[src/rtl/fb_pkg.sv]
// Shared definitions for the frame buffer writer and the Sobel processor that reads the buffer.
package fb_pkg;

    typedef enum logic [1:0] {
        StIdle,
        StWrite,
        StDone
    } fb_state_t;

    // Address width needed to hold a w x h frame linearly; never narrower than one bit.
    function automatic int unsigned addr_width(input int unsigned w, input int unsigned h);
        return (w * h > 1) ? $clog2(w * h) : 1;
    endfunction

endpackage

[src/rtl/frame_addr_counter.sv]
// Raster position tracker: x, y and the linear base of the current row, so that the pixel address
// is row_base + x without a multiplier.
module frame_addr_counter #(
    parameter int unsigned Width     = 1280,
    parameter int unsigned Height    = 720,
    parameter int unsigned AddrWidth = 20
) (
    input  logic                 clk_i,
    input  logic                 rst_ni,
    input  logic                 clear_i,
    input  logic                 step_i,
    input  logic                 line_advance_i,
    output logic [AddrWidth-1:0] addr_o,
    output logic                 x_last_o,
    output logic                 y_last_o
);

    localparam int unsigned XW = $clog2(Width);
    localparam int unsigned YW = $clog2(Height);
    localparam logic [AddrWidth-1:0] RowStep = AddrWidth'(Width);

    logic [XW-1:0]        x_q, x_d, x_base;
    logic [YW-1:0]        y_q, y_d, y_base;
    logic [AddrWidth-1:0] row_q, row_d, row_base;

    // clear rebases to the origin first, so a step or advance in the same cycle starts from (0,0).
    always_comb begin
        x_base   = clear_i ? '0 : x_q;
        y_base   = clear_i ? '0 : y_q;
        row_base = clear_i ? '0 : row_q;
        x_d      = x_base;
        y_d      = y_base;
        row_d    = row_base;
        if (line_advance_i) begin
            x_d   = '0;
            y_d   = y_base + YW'(1);
            row_d = row_base + RowStep;
        end else if (step_i) begin
            x_d = x_base + XW'(1);
        end
    end

    always_ff @(posedge clk_i) begin
        if (!rst_ni) begin
            x_q   <= '0;
            y_q   <= '0;
            row_q <= '0;
        end else begin
            x_q   <= x_d;
            y_q   <= y_d;
            row_q <= row_d;
        end
    end

    assign addr_o   = row_q + AddrWidth'(x_q);
    assign x_last_o = (x_q == XW'(Width - 1));
    assign y_last_o = (y_q == YW'(Height - 1));

endmodule

[src/rtl/frame_buffer_writer.sv]
// Writes a raster pixel stream into the frame buffer BRAM, checks SOF/EOL framing and holds the
// finished frame until the consumer releases it.
module frame_buffer_writer
    import fb_pkg::*;
#(
    parameter int unsigned IMG_WIDTH  = 1280,
    parameter int unsigned IMG_HEIGHT = 720,
    parameter int unsigned PIXEL_BITS = 24,
    localparam int unsigned ADDR_WIDTH = addr_width(IMG_WIDTH, IMG_HEIGHT)
) (
    input  logic                  clk,
    input  logic                  reset,
    input  logic                  s_valid,
    output logic                  s_ready,
    input  logic [PIXEL_BITS-1:0] s_data,
    input  logic                  s_sof,
    input  logic                  s_eol,
    output logic                  bram_wr_en,
    output logic [ADDR_WIDTH-1:0] bram_wr_addr,
    output logic [PIXEL_BITS-1:0] bram_wr_data,
    output logic                  frame_ready,
    input  logic                  frame_release,
    output logic                  line_err,
    output logic                  sof_err
);

    fb_state_t             state_q;
    logic                  s_ready_q;
    logic                  wr_en_q;
    logic [ADDR_WIDTH-1:0] wr_addr_q;
    logic [PIXEL_BITS-1:0] wr_data_q;
    logic                  frame_ready_q;
    logic                  line_err_q;
    logic                  sof_err_q;

    logic [ADDR_WIDTH-1:0] cnt_addr;
    logic                  cnt_x_last, cnt_y_last;
    logic                  cnt_clear, cnt_step, cnt_adv;
    logic                  accept, sof_beat, data_beat, beat, x_is_last, frame_end;

    // SOF beats restart at the origin, so they never see the counter's x_last.
    always_comb begin
        accept    = s_valid && s_ready_q;
        sof_beat  = accept && s_sof && (state_q != StDone);
        data_beat = accept && !s_sof && (state_q == StWrite);
        beat      = sof_beat || data_beat;
        x_is_last = data_beat && cnt_x_last;
        frame_end = x_is_last && cnt_y_last;
        cnt_clear = sof_beat || frame_end;
        cnt_adv   = beat && !frame_end && (s_eol || x_is_last);
        cnt_step  = beat && !frame_end && !(s_eol || x_is_last);
    end

    frame_addr_counter #(
        .Width     (IMG_WIDTH),
        .Height    (IMG_HEIGHT),
        .AddrWidth (ADDR_WIDTH)
    ) u_addr_counter (
        .clk_i          (clk),
        .rst_ni         (reset),
        .clear_i        (cnt_clear),
        .step_i         (cnt_step),
        .line_advance_i (cnt_adv),
        .addr_o         (cnt_addr),
        .x_last_o       (cnt_x_last),
        .y_last_o       (cnt_y_last)
    );

    always_ff @(posedge clk) begin
        if (!reset) begin
            state_q       <= StIdle;
            s_ready_q     <= 1'b0;
            wr_en_q       <= 1'b0;
            wr_addr_q     <= '0;
            wr_data_q     <= '0;
            frame_ready_q <= 1'b0;
            line_err_q    <= 1'b0;
            sof_err_q     <= 1'b0;
        end else begin
            wr_en_q    <= beat;
            line_err_q <= beat && (s_eol != x_is_last);
            sof_err_q  <= sof_beat && (state_q == StWrite);
            if (beat) begin
                wr_addr_q <= sof_beat ? '0 : cnt_addr;
                wr_data_q <= s_data;
            end
            s_ready_q     <= 1'b1;
            frame_ready_q <= 1'b0;
            unique case (state_q)
                StIdle: begin
                    if (sof_beat) state_q <= StWrite;
                end
                StWrite: begin
                    if (frame_end) begin
                        state_q   <= StDone;
                        s_ready_q <= 1'b0;
                    end
                end
                StDone: begin
                    // frame_ready lags DONE entry by a cycle so the last write commits first.
                    if (frame_release) begin
                        state_q <= StIdle;
                    end else begin
                        s_ready_q     <= 1'b0;
                        frame_ready_q <= 1'b1;
                    end
                end
                default: begin
                    state_q <= StIdle;
                end
            endcase
        end
    end

    assign s_ready      = s_ready_q;
    assign bram_wr_en   = wr_en_q;
    assign bram_wr_addr = wr_addr_q;
    assign bram_wr_data = wr_data_q;
    assign frame_ready  = frame_ready_q;
    assign line_err     = line_err_q;
    assign sof_err      = sof_err_q;

endmodule
[config.mk]
export PLATFORM = sky130hd
export DESIGN_NAME = frame_buffer_writer
export DESIGN_NICKNAME = d
export VERILOG_FILES = /design/src/rtl/fb_pkg.sv /design/src/rtl/frame_addr_counter.sv /design/src/rtl/frame_buffer_writer.sv
export SDC_FILE = /design/constraint.sdc
export NUM_CORES = 1
export LEC_CHECK = 0
export ABC_AREA = 1
export CORE_MARGIN = 3
export CORE_UTILIZATION = 47
export DETAILED_ROUTE_END_ITERATION = 10
export PLACE_DENSITY = 0.73
export SLEW_MARGIN = 20
export SYNTH_ARGS = -nofsm -noshare
export SYNTH_HDL_FRONTEND = slang
export SYNTH_SLANG_ARGS = --single-unit
[constraint.sdc]
create_clock -name clk -period 2.2 [get_ports clk]
set_clock_uncertainty 0.1 [all_clocks]
set_input_delay 0.44 -clock clk [delete_from_list [all_inputs] [get_ports clk]]
set_output_delay 0.44 -clock clk [all_outputs]
set_load 0.005 [all_outputs]
Word level (Yosys, flattened, before mapping)
Cells that the tools add are included.
- $add $sub $neg: 4
- equal/unequal tests: 9
- multiplexer cells: 15
- bitwise logic cells: 1
- reduce and logical (&&, ||, !) cells: 22
- operators by type and width (operator ; count):
    two-way mux 20 bit ; 3
    two-way mux 11 bit ; 2
    adder 20 x 11 -> 20 bit ; 1
    adder 20 x 11 -> 20 bit, second input constant ; 1
    two-way mux 10 bit ; 2
    logical AND 1 bit ; 12
    adder 11 x 1 -> 11 bit, second input constant ; 1
    equality test 11 bit, second input constant ; 1
    adder 10 x 1 -> 10 bit, second input constant ; 1
    equality test 10 bit, second input constant ; 1
    != test 2 bit, second input constant ; 4
    two-way mux 2 bit ; 3
    one-hot mux 2 bit (3 select lines) ; 1
    zero test 1 bit ; 3
    logical OR 1 bit ; 3
    two-way mux 1 bit ; 3
    AND reduction 3 bit ; 1
    equality test 2 x 1 -> 1 bit, second input constant ; 1
    equality test 2 bit, second input constant ; 1
    zero test 2 bit ; 1
    one-hot mux 1 bit (2 select lines) ; 1
    AND reduction 2 bit ; 1
    OR reduction 2 bit ; 1
    != test 1 bit ; 1
    inverter 1 bit ; 1
- register bits: 92
- input port bits: 30
- output and inout bits: 49

Longest topological paths before layout
- word-level depth: 9
- depth in mapped cells: 19
- depth with buffers taken out: 18

Modules after synthesis
From an unflattened synthesis, not the netlist that was laid out.
- cell total of the unflattened synthesis: 565
- area, all modules: 4038.9 µm²
- modules (own cells, without submodules) (module ; instances ; cells each ; area an instance (µm²) ; sequential area each (µm²)):
    frame_addr_counter ; 1 ; 321 ; 2074.5 ; 660.6
    frame_buffer_writer ; 1 ; 244 ; 1964.4 ; 1021.0

Worst setup path before layout
OpenSTA, ideal clock, no wires.
- kind: register -> register
- start: reg state_q[1]
- end: reg u_addr_counter.x_q[10]
- setup time: 0.113 ns
- arrival: 2.097 ns
- data required time: 1.987 ns
- path slack: -0.110 ns
- stages on the path, launching flop included: 19
- path buffers: 1
- cell sequence: dfxtp_1 -> inv_1 -> ha_1 -> nand2_1 -> nor2_2 -> nand2_1 -> nor2_2 -> nand2_2 -> nand2_2 -> inv_2 -> buf_2 -> nand2_1 -> inv_1 -> ha_1 -> nand4_2 -> nor2_4 -> nand4_1 -> nor2_1 -> nor2_1
- cells in the longest elaborated chain, start to end: 8
- RTL lines (item ; line ; RTL):
    from (decl) ; frame_buffer_writer.sv:27 ; fb_state_t state_q;
    from (signal assigned) ; frame_buffer_writer.sv:71 ; state_q <= StIdle;
    from (signal assigned) ; frame_buffer_writer.sv:91 ; if (sof_beat) state_q <= StWrite;
    from (signal assigned) ; frame_buffer_writer.sv:95 ; state_q <= StDone;
    equality test 2 x 1 -> 1 bit ; frame_buffer_writer.sv:45 ; data_beat = accept && !s_sof && (state_q == StWrite);
    logical AND 1 bit ; frame_buffer_writer.sv:45 ;
    logical AND 1 bit ; frame_buffer_writer.sv:47 ; x_is_last = data_beat && cnt_x_last;
    logical AND 1 bit ; frame_buffer_writer.sv:48 ; frame_end = x_is_last && cnt_y_last;
    logical OR 1 bit / zero test 1 bit (equally long branches) ; frame_buffer_writer.sv:49, frame_buffer_writer.sv:50, frame_buffer_writer.sv:51 ;
    two-way mux 11 bit / logical AND 1 bit (equally long branches) ; frame_addr_counter.sv:28, frame_buffer_writer.sv:50, frame_buffer_writer.sv:51 ;
    adder 11 x 1 -> 11 bit, or another cell as far along ; frame_addr_counter.sv:39 ; x_d = x_base + XW'(1);
    two-way mux 11 bit / OR reduction 2 bit (equally long branches) ; n/a ;
    to (signal assigned) ; frame_addr_counter.sv:45 ; x_q <= '0;
    to (signal assigned) ; frame_addr_counter.sv:49 ; x_q <= x_d;
    to (decl) ; frame_addr_counter.sv:22 ; logic [XW-1:0] x_q, x_d, x_base;
Several ways; a longest one is shown, not always the timed one.
A chain may end at the register's enable or synchronous reset.

Worst setup path in the final report
- start: reg state_q[1]
- end: reg u_addr_counter.y_q[9]
- cells in the longest elaborated chain, start to end: 8
- RTL lines (item ; line ; RTL):
    equality test 2 x 1 -> 1 bit ; frame_buffer_writer.sv:45 ;
    logical AND 1 bit ; frame_buffer_writer.sv:45 ;
    logical AND 1 bit ; frame_buffer_writer.sv:47 ;
    logical AND 1 bit ; frame_buffer_writer.sv:48 ;
    logical OR 1 bit / zero test 1 bit (equally long branches) ; frame_buffer_writer.sv:49, frame_buffer_writer.sv:50 ;
    two-way mux 10 bit / logical AND 1 bit (equally long branches) ; frame_addr_counter.sv:29, frame_buffer_writer.sv:50 ;
    adder 10 x 1 -> 10 bit / logical AND 1 bit (equally long branches) ; frame_addr_counter.sv:36, frame_buffer_writer.sv:50 ;
    two-way mux 10 bit (*) ; frame_addr_counter.sv:34 ; if (line_advance_i) begin
    to (signal assigned) ; frame_addr_counter.sv:50 ; y_q <= y_d;
    to (decl) ; frame_addr_counter.sv:23 ; logic [YW-1:0] y_q, y_d, y_base;
Mark *: on every way between the ends. The rest lies on a longest branch, timed or not.

==> metrics.md <==
| Metric | Value |
|---|---|
| Final WS setup | `47.78 ps` |
| Post-synthesis instance area | `~4000 µm²` |
| Die width | `98.75 µm` |
| Slew @ Worst Pin | `519.8 ps` |
| Layout Utilization | `70.36%` |
| Yosys warnings | `0` |
| Peak Freq | `464.6 MHz` |
| Fill cell count | `661` |
| Final non-filler cell total | `between 800 and 900` |
| Worst hold path type | `reg2reg` |
| WP data required | `2390 ps` |
| Flops & latches, synth | `84` |
| CP max-delay cell | `dfxtp_2` |
| Worst Path Arrival | `about 2300 ps` |
| Worst R2R Setup Slack | `~48 ps` |
| Routed WL per cell | `~14 µm` |
| 1st-iter DRT viols | `261` |
| N_diodes | `0` |
| CTS tree | `yes` |
| Multi-input gate area | `approximately 2300 µm²` |
| Hold Crit Endpoint | `bram_wr_addr[9]$_SDFFE_PN0N_` |
| Startpoint Class | `flop` |
| Post-synth ARST share | `0%` |
| Post-synth cell types | `38` |
| Status | `completed` |
| Placed inst area | `5265 µm²` |
| Crit path buf inv count | `3` |
| Most frequent cells in the layout | `nor2_1 (108), nand2_1 (96), dfxtp_1 (80), clkdlybuf4s50_1 (76), buf_4 (58)` |
| Fin crit period | `2152 ps` |
| PwrDens | `656.7 nW/µm²` |
| Antenna violations before repair | `0` |
| # DRC | `0` |
| Number of enable flip-flop cells after synthesis | `0` |
| Commonest non-fill, non-tap cell in the layout | `nor2_1` |
| Starting density of the core | `about half` |
| Routability cong. | `0.9000` |
| Placed insts | `roughly 780` |
| Area delta synth->final | `44.44%` |
| GRT Util Overall | `22.50%` |
| Hold Path Origin | `bram_wr_addr[9]$_SDFFE_PN0N_` |
| Placement Setup Slack | `-419.3 ps` |
| Via count | `4,178` |
| Core area | `8299 µm²` |
| Cells on worst reg2reg path | `15` |
| Crit-path max FO | `4` |
| Die Ht | `98.75 µm` |
| Synth Instances | `565` |
| Total chip power | `3.835 mW` |
| CTS buffer count | `9` |
| Reg clk slew, reported paths | `about 80 ps` |
| R2R Path End | `u_addr_counter.y_q[9]$_SDFF_PN0_` |
| Dominant synthesized flop cell | `dfxtp_1` |
| Setup TNS | `0 ps` |
| Critical Setup Path Class | `reg2reg` |
| Cell Chain, Critical Path | `inv_2, ha_4, nand2_2, nor2_2, nand2_1, nor2_2, inv_1, ha_2, inv_2, nand4_1, nor2_4, nand4_1, nand2_1, nand2_1, nor2_1` |
| CP most frequent cell | `nand2_1` |
| CP delay by family, top | `simple AND/OR/NAND/NOR gates` |
| Pre-Repair DR Iteration Count | `5` |
| Worst ir drop on vdd | `0.4601 mV` |
| Number of global-route vias before repair | `3,951` |
| Syn Area/Cell | `approximately 7.2 µm²` |
| Element type at the critical path end | `flop` |
| Vias per std cell | `5.177` |
| Hpwl dp | `slightly below 8 mm` |
| Share of post-route cells with drive strength above 1 | `24.07%` |
| Final ANT Viol Nets | `0` |
| H-tree Lvls | `3` |
| Pin count of the biggest net entering global routing | `35` |
| Net count, final | `739` |
| Io pins | `79` |
| Input/output buffers | `slightly below 80` |
| Register area | `1687 µm²` |
| Slew Viols, Final | `0` |
| RSZ-0062 raised after global routing | `yes` |
| Setup violators final | `0` |
| Worst Setup SP | `state_q[1]$_SDFFE_PN0P_` |
| Clk Latency, worst-skew pair | `350 ps` |
| Max incr delay on CP | `~350 ps` |
| Crit share post-route | `97.83%` |
| Worst Hold Path Cells | `2` |
| First-pass GRT wire length | `17.97 mm` |
| Clk buf depth | `2` |
| Global route total overflow | `0` |
| Row Count | `33` |
| Slew headroom | `between 60% and 70%` |
| Clock sink count | `84` |
| Leak Pwr | `2.260 nW` |
| Total Wirelength | `11.31 mm` |
| Design Area, Final | `between 5000 and 6000 µm²` |
| Root Buffer | `clkbuf_8` |
| Max_cap viols | `0` |
| Syn_nets | `slightly above 600` |
| Hold Worst Slack | `358.1 ps` |
| Critical R2R Launch | `state_q[1]$_SDFFE_PN0P_` |
| Die area | `9751 µm²` |
| Final Hold Viols | `0` |
| Sequential share of the synthesized area | `41.60%` |
## flip-flops by register name, summed over array words and instances (netlist names)
name and flops:
bram_wr_addr 20, bram_wr_data 24, bram_wr_en 1, frame_ready 1, line_err 1, s_ready 1
sof_err 1, state_q 2, u_addr_counter.row_q 12, u_addr_counter.x_q 11, u_addr_counter.y_q 10
## kinds of logic after synthesis
group,after synthesis,synth area share (%)
adder cells (fa/ha/maj),11,3.590
AND/OR/NAND/NOR,303,34.08
AO/OA/AOI/OAI,92,12.29
buffers and inverters,75,8.449
flip-flops,84,41.60
## layer usage
metal / GRT usage (%) / vias to the layer above / routed length, µm
met5: 0 / - / 0
met4: 8.929 / 0 / 200
met2: 36.73 / 135 / 5439
met1: 28.17 / 1932 / 4819
met3: 6.228 / 19 / 849
li1: - / 2092 / -
## area by class of cell
cell class	instances	share of cell area [%]
Clock buffer	11	2.421
Clock inverter	4	0.8571
Inverter	53	3.578
Multi-Input combinational cell	406	38.89
Sequential cell	84	28.88
Tap cell	105	2.250
Timing Repair Buffer	144	23.12
## Yosys cell counts (3+ instances only)
cell type  count  area share (%)
nand3_2        8             2.0
nor3_1         5            0.62
nor2_2        10             1.5
clkbuf_1       8            0.74
inv_1         45             4.2
nand2_2        7             1.1
inv_2          6            0.56
nand3_1       30             3.7
nand2_1      105             9.7
nor2_4         3            0.84
a21oi_1       41             5.1
nand4_1        9             1.4
dfxtp_1       84              42
buf_2          6            0.74
nor2_1       119              11
o21ai_0       35             4.3
ha_1          10             3.1
o21ai_1        6            0.74
buf_6          4             1.1
## repair_timing
| action | CTS | global route |
|---|---|---|
| buffers inserted | 3 | 10 |
| hold buffers | 0 | 0 |
| pin swaps | 4 | 33 |
| resized for setup | 8 | 66 |
| setup endpoints to repair | 10 | 27 |
## where the power goes
part / switching (mW) / total (mW) / internal (mW) / leakage [nW]
combinational: 0.493 / 1.02 / 0.524 / 1.49
clock: 0.556 / 1.10 / 0.549 / 0.0914
sequential: 0.0714 / 1.71 / 1.64 / 0.682
## worst max path at each step
stage,slack [ps],end,depth (start not counted)
floorplan,2,u_addr_counter.row_q[12]$_SDFF_PN0_,15
global placement,-330,u_addr_counter.row_q[19]$_SDFF_PN0_,13
detailed placement,-420,u_addr_counter.row_q[12]$_SDFF_PN0_,13
CTS,5,u_addr_counter.row_q[19]$_SDFF_PN0_,14
global route,-120,u_addr_counter.y_q[9]$_SDFF_PN0_,15
finish,50,u_addr_counter.y_q[9]$_SDFF_PN0_,15
## tightest hold or removal path, delay by kind of cell, from the launching register on
kind	cells	cell delay, ps
compound gates	1	50
simple gates	1	60
flops	1	310
Note: power is estimated with default switching activity, not from simulation.
